--- config.mk ---
export PLATFORM = sky130hd
export DESIGN_NAME = s_16bit_unfold
export DESIGN_NICKNAME = d
export VERILOG_FILES = /design/src/rtl/s_16bit_unfold_pkg.sv /design/src/rtl/s_unfold_fifo.sv /design/src/rtl/s_16bit_unfold.sv
export SDC_FILE = /design/constraint.sdc
export NUM_CORES = 1
export LEC_CHECK = 0
export CELL_PAD_IN_SITES_DETAIL_PLACEMENT = 1
export CELL_PAD_IN_SITES_GLOBAL_PLACEMENT = 1
export CORE_MARGIN = 5
export CORE_UTILIZATION = 40
export CTS_CLUSTER_DIAMETER = 120
export DETAILED_ROUTE_END_ITERATION = 10
export GPL_TIMING_DRIVEN = 0
export PLACE_DENSITY_LB_ADDON = 0.1
export SYNTH_ARGS = -nofsm -noshare
export SYNTH_HDL_FRONTEND = slang
export SYNTH_SLANG_ARGS = --single-unit
--- constraint.sdc ---
create_clock -name clk -period 3.15 [get_ports clk]
set_input_delay 0.4725 -clock clk [delete_from_list [all_inputs] [get_ports clk]]
set_output_delay 0.4725 -clock clk [all_outputs]
set_load 0.05 [all_outputs]
--- src/rtl/s_16bit_unfold_pkg.sv ---
// Shared widths and the reconstructed {a,b} pair type for the 16-bit unfold block.
package s_16bit_unfold_pkg;
    localparam int BYTE_W = 8;
    localparam int WORD_W = 16;

    typedef struct packed {
        logic [WORD_W-1:0] a;
        logic [WORD_W-1:0] b;
    } pair_t;
endpackage

--- src/rtl/s_unfold_fifo.sv ---
// DEPTH-entry in-order FIFO; ready is registered so it never depends on pop combinationally.
module s_unfold_fifo
    import s_16bit_unfold_pkg::*;
#(
    parameter int  DEPTH = 2,
    parameter type T     = pair_t
) (
    input  logic clk,
    input  logic rst_n,
    input  logic push,
    input  T     din,
    output logic ready,
    input  logic pop,
    output T     dout,
    output logic valid
);
    localparam int PW = $clog2(DEPTH);
    localparam int CW = $clog2(DEPTH + 1);

    T               mem [DEPTH];
    logic [PW-1:0]  wr_ptr;
    logic [PW-1:0]  rd_ptr;
    logic [CW-1:0]  occ;
    logic [CW-1:0]  occ_next;
    logic           wr_en;
    logic           rd_en;

    // A full FIFO drops the push even when a pop frees a slot on the same edge.
    assign wr_en = push && ready;
    assign rd_en = pop && valid;
    assign valid = (occ != '0);
    assign dout  = valid ? mem[rd_ptr] : '0;

    always_comb begin
        occ_next = occ;
        case ({wr_en, rd_en})
            2'b10:   occ_next = occ + CW'(1);
            2'b01:   occ_next = occ - CW'(1);
            default: occ_next = occ;
        endcase
    end

    always_ff @(posedge clk or negedge rst_n) begin
        if (!rst_n) begin
            wr_ptr <= '0;
            rd_ptr <= '0;
            occ    <= '0;
            ready  <= 1'b0;
        end else begin
            occ   <= occ_next;
            ready <= (occ_next < CW'(DEPTH));
            if (wr_en) wr_ptr <= (wr_ptr == PW'(DEPTH - 1)) ? '0 : wr_ptr + PW'(1);
            if (rd_en) rd_ptr <= (rd_ptr == PW'(DEPTH - 1)) ? '0 : rd_ptr + PW'(1);
        end
    end

    // Storage needs no reset: the head is masked to zero whenever the FIFO is empty.
    always_ff @(posedge clk) begin
        if (wr_en) mem[wr_ptr] <= din;
    end
endmodule

--- src/rtl/s_16bit_unfold.sv ---
// Rebuilds 16-bit words A/B from folded bytes plus high-byte keys and buffers them.
module s_16bit_unfold
    import s_16bit_unfold_pkg::*;
#(
    parameter int DEPTH = 2
) (
    input  logic              clk,
    input  logic              rst_n,
    input  logic [BYTE_W-1:0] aa,
    input  logic [BYTE_W-1:0] bb,
    input  logic [BYTE_W-1:0] ka,
    input  logic [BYTE_W-1:0] kb,
    input  logic              in_valid,
    output logic              in_ready,
    output logic [WORD_W-1:0] a,
    output logic [WORD_W-1:0] b,
    output logic              out_valid,
    input  logic              out_ready,
    output logic [WORD_W-1:0] word_cnt
);
    pair_t din;
    pair_t dout;

    assign din.a = {ka, aa ^ ka};
    assign din.b = {kb, bb ^ kb};

    s_unfold_fifo #(
        .DEPTH (DEPTH),
        .T     (pair_t)
    ) u_fifo (
        .clk   (clk),
        .rst_n (rst_n),
        .push  (in_valid),
        .din   (din),
        .ready (in_ready),
        .pop   (out_ready),
        .dout  (dout),
        .valid (out_valid)
    );

    assign a = dout.a;
    assign b = dout.b;

    always_ff @(posedge clk or negedge rst_n) begin
        if (!rst_n)                      word_cnt <= '0;
        else if (out_valid && out_ready) word_cnt <= word_cnt + 16'd1;
    end
endmodule

=== Yosys cells after proc, flatten, opt, wreduce, memory -nomap -nowiden ===
Memory sizes are Yosys's and may differ from the RTL's.
Index checks and enable logic that the tools add are counted.

* Register bits: 21
* Bits in latches: 0
* RAM bits: 64
* Bits in read-only memories: 0
* Bits of input ports: 36
* Output and inout port bits: 50
* Word-level logic and storage cells: 25
* Memories: 1

{| class="wikitable"
|+ Memory list
! name !! depth !! bits a word !! read ports !! clocked after memory_dff !! write ports !! RTL line !! source
|-
| u_fifo.mem || 2 || 32 || 1 || 0 || 1 || s_unfold_fifo.sv:20 || <nowiki>T mem [DEPTH];</nowiki>
|}

* Add/subtract/negate cells: 5
* Multipliers: 0
* Divide/modulo/power cells: 0
* $lt $le $gt $ge: 1
* Equal/unequal tests: 2
* Shift-type cells: 0
* Muxes and demuxes: 6
* Bitwise gates (word level): 2
* Reductions and logical operators: 3

{| class="wikitable"
|+ Operators by type and width
! operator !! count
|-
| $mux 32 || 1
|-
| $add 16x1->16 const B || 1
|-
| $xor 8x8->8 || 2
|-
| $mux 1 || 4
|-
| $pmux 2 s2 || 1
|-
| $add 1x1->1 const B || 2
|-
| $add 2x1->2 const B || 1
|-
| $eq 2x1->1 const B || 1
|-
| $eq 2x2->1 const B || 1
|-
| $logic_and 1x1->1 || 2
|-
| $lt 2x2->1 const B || 1
|-
| $reduce_bool 2->1 || 1
|-
| $sub 2x1->2 const B || 1
|}

=== Longest topological paths before layout ===
Gate-level depths: netlist of the first run.

* Depth after elaboration: 5
* Mapped depth: 10
* Gate-level depth less buffers: 9

=== Modules after synthesis ===
Synthesis of the first run repeated with hierarchy kept, for this count alone.

* Cell total of the unflattened synthesis: 226
* Area total of the unflattened synthesis: 3470.8 µm²

{| class="wikitable"
|+ By module, submodules not included
! module !! times used !! cells an instance !! area an instance (µm²) !! seq. area each (µm²)
|-
| s_unfold_fifo || 1 || 154 || 2641.3 || 2047.0
|-
| s_16bit_unfold || 1 || 72 || 829.5 || 400.4
|}

=== Worst setup path after synthesis of the first run ===
No wires, ideal clock.

* Path kind: register to register
* From: register u_fifo.ready
* To: memory u_fifo.mem[0][0] (netlist bit), enable pin
* Setup time: 0.421 ns
* Data arrival time: 2.197 ns
* Required time: 2.729 ns
* Slack: 0.532 ns
* Stages on the path, launching flop included: 3
* Buffers on the path: 0
* Period minus slack after synthesis: 2.618 ns
* Path through: dfrtp_1 -> nand2_1 -> nor2_1

* Cells in the longest elaborated chain, start to end: 3

{| class="wikitable"
|+ RTL lines
! item !! RTL line !! source
|-
| from (decl) || s_unfold_fifo.sv:12 || <nowiki>output logic ready,</nowiki>
|-
| from (signal assigned) || s_unfold_fifo.sv:51 || <nowiki>ready <= (occ_next < CW'(DEPTH));</nowiki>
|-
| $logic_and 1x1->1 || s_unfold_fifo.sv:29 || <nowiki>assign wr_en = push && ready;</nowiki>
|-
| $mux 1 || s_unfold_fifo.sv:59 || <nowiki>if (wr_en) mem[wr_ptr] <= din;</nowiki>
|-
| $mux 1 (implied by the code) || s_unfold_fifo.sv:59 ||
|-
| to (decl) || s_unfold_fifo.sv:20 ||
|}

No other way between the ends.

=== Worst setup path in the final report of the first run ===
* From: register u_fifo.occ[0]
* To: output port a[2]

* Cells in the longest elaborated chain, start to end: 2

{| class="wikitable"
|+ RTL lines
! item !! RTL line !! source
|-
| from (decl) || s_unfold_fifo.sv:23 || <nowiki>logic [CW-1:0] occ;</nowiki>
|-
| from (signal assigned) || s_unfold_fifo.sv:50 || <nowiki>occ <= occ_next;</nowiki>
|-
| $reduce_bool 2->1 || s_unfold_fifo.sv:31 || <nowiki>assign valid = (occ != '0);</nowiki>
|-
| $mux 32 || s_unfold_fifo.sv:32 || <nowiki>assign dout = valid ? mem[rd_ptr] : '0;</nowiki>
|-
| to (decl) || s_16bit_unfold.sv:15 || <nowiki>output logic [WORD_W-1:0] a,</nowiki>
|}

No other way between the ends.

==> results.toml, run 1 <==
[status]
status = "finished, final reports clean"

[clock_network]
clk_pin_slew_worst_paths_ns = 0.08
hold_buffers = 0
tritoncts = "yes"
cts_sinks = 85
cts-buffers-inserted = 9
htree_levels = 3
clock_latency_ns = 0.35
clock_path_buffers = 2
clockRootBuffer = "clkbuf_8"

[power]
total_power_mw = 4.91
p_sw_share_pct = 45.4
leakage_nw = 1.87
p_clk_share_pct = 15.9
p_int_mw = 2.68
p_per_area_nw_per_um2 = 1040
combPwrFrac_pct = 51.7
peakVddDrop_mv = 0.515
switching_power_mw = 2.23
seq_power_share_pct = 32.4

[setup_path]
cp-start-kind = "register"
reg2regPathDepth = 9
r2r_slack_ns = 0.95
r2r_start = "u_fifo.occ[0]$_DFFE_PN0N_"
crit_fanout = 10
cp-startpoint = "u_fifo.occ[0]$_DFFE_PN0N_"
cp.required_ns = 2.68
critPathKind = "register to output port"
endpoint_kind = "output port"
rr_endpoint = "u_fifo.ready$_DFF_PN0_"
arrival_ns = 2.47
endpoint = "a[2]"

[synthesis]
yosys.area.top_type = "edfxtp_1"
synth-seq-cells = 85
ys_seq_area_share_pct = 70.4
ys_warn_count = 0
avgSynthCellArea_sq_um = 14.7
ys_top_cells_by_area = "edfxtp_1 (55%), dfrtp_1 (15%), mux2i_1 (9.2%)"
synth_top_area_share_pct = 55.3
synthCells = 236
netlist_area_sq_um = 3480
syn_nets = 274
synth.distinct_cells = 21

[floorplan]
start_util_pct = 40.5
die_h_um = 103
die_w_um = 103
fp.coreArea_sq_um = 8590
die-area_sq_um = 10700
num_rows = 34
boundaryPins = 86

[placed_design]
port_buffers = 85
pre_cts_slack_ns = 0.326
place_area_sq_um = 4490
routabilityCongestion = 0.718
dp_hpwl_um = 5360

[sta]
hold_viol_final = 0
max-slew-margin-rel_pct = 35.2
setup_violations = 0
slew_violations = 0
setup_tns_ns = 0
max_freq_mhz = 340
worstMarginPinSlew_ns = 0.968
period_minus_slack_ns = 2.94
fin_skew_ns = 0.00691
setup_ws_ns = 0.205
rsz0062_at_grt = "false"
holdWs_ns = 0.476
timing.final.crit_share_pct = 93.5

[finish]
fin_nets = 371
fill_cells = 863
drive_gt1_share_pct = 8.28
syn_to_final_growth_pct = 35.2
antenna_cells = 0
design_area_sq_um = 4700

[drt]
antenna_left = 0
vias = 2129
viasPerCell = 4.77
remaining_drc_errors = 0
wire_per_inst_um = 17.1
drt_iter0_drc = 19
wirelength_um = 7610
first_pass_iters = 4

[global_route]
grt_first_pass_wirelength_um = 11900
grt_use_total_pct = 15.2
grt_pass1_vias = 2369
grt_max_degree = 33
antenna_found_initial = 0
grt_overflow = 0

[min_path]
hold_class = "register to register"

[run]
drv_cap = 0
-- registers in the layout, summed over array words and instances, names as in the netlist, named ones only --
signal         cells
u_fifo.rd_ptr      1
u_fifo.wr_ptr      1
word_cnt          16
u_fifo.mem        64
u_fifo.ready       1
u_fifo.occ         1
-- stage by stage --
| stage | std cells | utilization, % |
|---|---|---|
| CTS | 446 | 54.6 |
| global route | 446 | 54.7 |
| global placement | 429 | 52.0 |
| detailed placement | 430 | 52.3 |
| floorplan | 236 | - |
| finish | 446 | 54.7 |
-- layout make-up --
class / instances / area (sq um) / area share (%)
Clock inverter: 6 / 71.3 / 1.52
Clock buffer: 10 / 128 / 2.71
Buffer: 8 / 41.3 / 0.878
Timing Repair Buffer: 86 / 878 / 18.7
Multi-Input combinational cell: 139 / 987 / 21.0
Inverter: 4 / 15.0 / 0.319
Tap cell: 108 / 135 / 2.87
Sequential cell: 85 / 2450 / 52.0
-- worst min path at each step --
| stage | from | to | slack [ns] | depth (start not counted) |
|---|---|---|---|---|
| after CTS | word_cnt[15]$_DFFE_PN0P_ | word_cnt[15]$_DFFE_PN0P_ | 0.48 | 1 |
| after global placement | word_cnt[15]$_DFFE_PN0P_ | word_cnt[15]$_DFFE_PN0P_ | 0.46 | 1 |
| after global routing | word_cnt[15]$_DFFE_PN0P_ | word_cnt[15]$_DFFE_PN0P_ | 0.51 | 1 |
| after floorplan | rst_n | asynchronous set/reset pin | 0.18 | 0 |
| final | word_cnt[15]$_DFFE_PN0P_ | word_cnt[15]$_DFFE_PN0P_ | 0.48 | 1 |
| after detailed placement | word_cnt[15]$_DFFE_PN0P_ | word_cnt[15]$_DFFE_PN0P_ | 0.47 | 1 |
-- what timing repair did --
action                     4_1_cts  5_1_grt
resized for setup                3        3
setup buffers                    0        0
setup endpoints to repair       14        3
-- cell usage in the layout (no fill, tap or decap) --
master           instances
buf_12                   1
clkinvlp_4               2
and3_1                   1
clkbuf_8                 9
buf_2                    3
or4_4                    1
clkdlybuf4s50_1         82
inv_1                    4
xnor2_1                 10
and3_2                   1
clkinv_4                 1
mux2i_1                 32
dlymetal6s2s_1           3
inv_6                    2
buf_4                    1
bufinv_16                1
nor2_1                  39
mux2_2                   1
clkbuf_1                 2
o211a_1                  1
nand2_1                  8
ha_1                     2
nor2_4                   1
nor3_1                   5
nor4_1                   1
nand4_1                  3
dfrtp_1                 21
xor2_1                  26
clkbuf_2                 3
edfxtp_1                64
o211ai_2                 1
nand3_1                  6
-- layer usage --
layer	track usage (%)	vias up	wire length, um	share of wire [%]
met5	0	-	0	0
met4	6.87	0	135	1.8
met3	2.95	10	364	4.8
met2	26.9	56	3930	52
met1	17.9	1034	3180	42
li1	-	1029	-	-
-- critical path, stage by stage, from the launching register on --
cell and delay [ns]:
dfrtp_1 0.37, buf_4 0.15, nor2_1 0.42, clkbuf_2 0.37, nor2_1 0.10, clkdlybuf4s50_1 0.71
-- cells by family (layout without fill, tap and decap cells) --
group | after synthesis | count (layout) | synth area share [%]
buffers and inverters | 12 | 114 | 1.51
adders and majority gates | 2 | 2 | 0.719
and+or+nand+nor | 66 | 66 | 8.17
DFF | 85 | 85 | 70.4
xor gates and xnor gates | 36 | 36 | 9.06
muxes | 33 | 33 | 9.53
AOI/OAI and AO/OA | 2 | 2 | 0.647
-- cells in the mapped netlist (all sizes together) --
master / number
nand2: 8
nor3: 5
xor2: 26
dfrtp: 21
clkbuf: 4
buf: 4
inv: 4
and3: 2
nand4: 3
o211a: 1
ha: 2
or4: 1
o211ai: 1
nand3: 6
mux2i: 32
edfxtp: 64
mux2: 1
nor2: 40
nor4: 1
xnor2: 10
-- power by group through the flow --
stage	clock network [mW]	logic, mW	registers, mW
6_report	0.782	2.54	1.59
5_1_grt	0.855	2.69	1.62
4_1_cts	0.808	2.59	1.59
3_5_place_dp	0	2.57	1.62
3_3_place_gp	0	2.53	1.61
2_1_floorplan	0	1.55	1.75
Power figures use the tool's default switching activity.
==> inputs of run 2 (changes only) <==
--- a/config.mk
+++ b/config.mk
@@ -13,6 +13,7 @@
 export DETAILED_ROUTE_END_ITERATION = 10
 export GPL_TIMING_DRIVEN = 0
 export PLACE_DENSITY_LB_ADDON = 0.1
+export SLEW_MARGIN = 20
 export SYNTH_ARGS = -nofsm -noshare
 export SYNTH_HDL_FRONTEND = slang
 export SYNTH_SLANG_ARGS = --single-unit
==> results.toml, run 2 (synthesized netlist as in run 1, its figures left out) <==
[power]
total_power_mw = 5.10
leakage_nw = 1.93
p_per_area_nw_per_um2 = 1070
peakVddDrop_mv = 0.525

[floorplan]
die_w_um = 103
num_rows = 34
start_util_pct = 40.5
die_h_um = 103
die-area_sq_um = 10700
boundaryPins = 86
fp.coreArea_sq_um = 8590

[finish]
layout_commonest_cell = "clkdlybuf4s50_1"
antenna_cells = 0
largest_reg_flops = 64
syn_to_final_growth_pct = 37.4
top_register = "u_fifo.mem"
final_cells = 447
layout_common_cells = "clkdlybuf4s50_1 (80), edfxtp_1 (64), nor2_1 (39)"
drive_gt1_share_pct = 8.85
fin_nets = 372
reg.largest.list = "u_fifo.mem (64), word_cnt (16)"

[setup_path]
arrival_ns = 2.48
cp-start-kind = "register"
cp.required_ns = 2.68
r2r_slack_ns = 1.01
endpoint_kind = "output port"
reg2regPathDepth = 9
rr_endpoint = "u_fifo.ready$_DFF_PN0_"
critPathKind = "register to output port"
crit_fanout = 10
r2r_start = "u_fifo.occ[0]$_DFFE_PN0N_"

[placed_design]
dp_hpwl_um = 5560
place_inst = 431
routabilityCongestion = 0.718
port_buffers = 85

[sta]
timing.final.crit_share_pct = 93.8
rsz0062_at_grt = "false"
hold_viol_final = 0
max-slew-margin-rel_pct = 64.3
holdWs_ns = 0.0709
worstMarginPinSlew_ns = 0.534
setup_violations = 0
slew_violations = 0
period_minus_slack_ns = 2.95
max_freq_mhz = 338
fin_skew_ns = 0.00459

[global_route]
grt_max_degree = 22
grt_pass1_vias = 2392
grt_first_pass_wirelength_um = 12100
grt_use_total_pct = 15.4
antenna_found_initial = 0
grt_overflow = 0

[clock_network]
clock_latency_ns = 0.35
cts_resized = 2
clockRootBuffer = "clkbuf_8"
htree_levels = 3
clk_pin_slew_worst_paths_ns = 0.09
cts-buffers-inserted = 9
post_cts_buffers = 0
hold_buffers = 0
clock_path_buffers = 2
tritoncts = "yes"
cts_sinks = 85

[drt]
viasPerCell = 4.86
vias = 2171
remaining_drc_errors = 0
wirelength_um = 7740
first_pass_iters = 4
antenna_left = 0
drt_iter0_drc = 35
wire_per_inst_um = 17.3

[status]
status = "finished, final reports clean"

[run]
drv_cap = 0

[min_path]
hold_class = "input pin to asynchronous set/reset pin"
-- run 2: changes by cell type in the layout (fill, tap and decap cells not counted), sizes merged --
cell           previous run  this run
buf                       5         7
bufinv                    1         3
clkbuf                   14        13
clkdlybuf4s50            82        80
clkinvlp                  2         0
dlymetal6s2s              3         4
inv                       6         7
-- run 2: worst max-delay path, cell delays in order, from the launching register on --
cell and delay [ns]:
dfrtp_1 0.33, clkbuf_1 0.31, buf_2 0.41, mux2i_1 0.13, nor2_1 0.13, clkdlybuf4s50_1 0.82
-- run 2: cell type report --
| cell class | instances | area [sq um] |
|---|---|---|
| clock buffer | 9 | 124 |
| buffer | 8 | 41.3 |
| sequential | 85 | 2450 |
| tap | 108 | 135 |
| multi-input combinational | 139 | 987 |
| clock inverter | 7 | 120 |
| timing repair buffer | 87 | 911 |
| inverter | 4 | 15.0 |
| fill | 846 | 3810 |
-- run 2: how the worst max path moves through the flow --
| stage | from | end | slack (ns) | cells past startpoint |
|---|---|---|---|---|
| 2_1_floorplan | u_fifo.ready$_DFF_PN0_ | u_fifo.mem[0][0]$_DFFE_PP_ | 0.53 | 2 |
| 5_1_grt | u_fifo.rd_ptr$_DFFE_PN0P_ | a[10] | 0.009 | 5 |
| 4_1_cts | u_fifo.occ[0]$_DFFE_PN0N_ | b[6] | 0.02 | 5 |
| 3_3_place_gp | in_valid | u_fifo.mem[0][7]$_DFFE_PP_ | -0.62 | 3 |
| 3_5_place_dp | u_fifo.occ[0]$_DFFE_PN0N_ | a[3] | 0.32 | 5 |
| 6_report | u_fifo.rd_ptr$_DFFE_PN0P_ | a[2] | 0.20 | 5 |
-- run 2: metal layers --
metal  track usage, %  part of all wire, %  up-vias
met3             3.42                  4.6       11
met2             27.4                   52       58
met5                0                    0        -
li1                 -                    -     1033
met4             7.47                  2.0        0
met1             17.4                   41     1069
-- run 2: where the power goes --
part	total [mW]	internal, mW	switching (mW)
Sequential	1.59	1.47	0.121
Clock	0.940	0.533	0.407
Combinational	2.57	0.860	1.71
-- run 2: stage by stage --
stage                     instance area (sq um)  setup slack, ns  TNS (ns)  util (%)
after floorplan                            3480            0.532         0         -
after global placement                     4460           -0.616    -19.66      52.0
after detailed placement                   4530            0.321         0      52.7
after CTS                                  4770           0.0197         0      55.6
after global routing                       4780          0.00887         0      55.6
final                                      4780            0.196         0      55.6
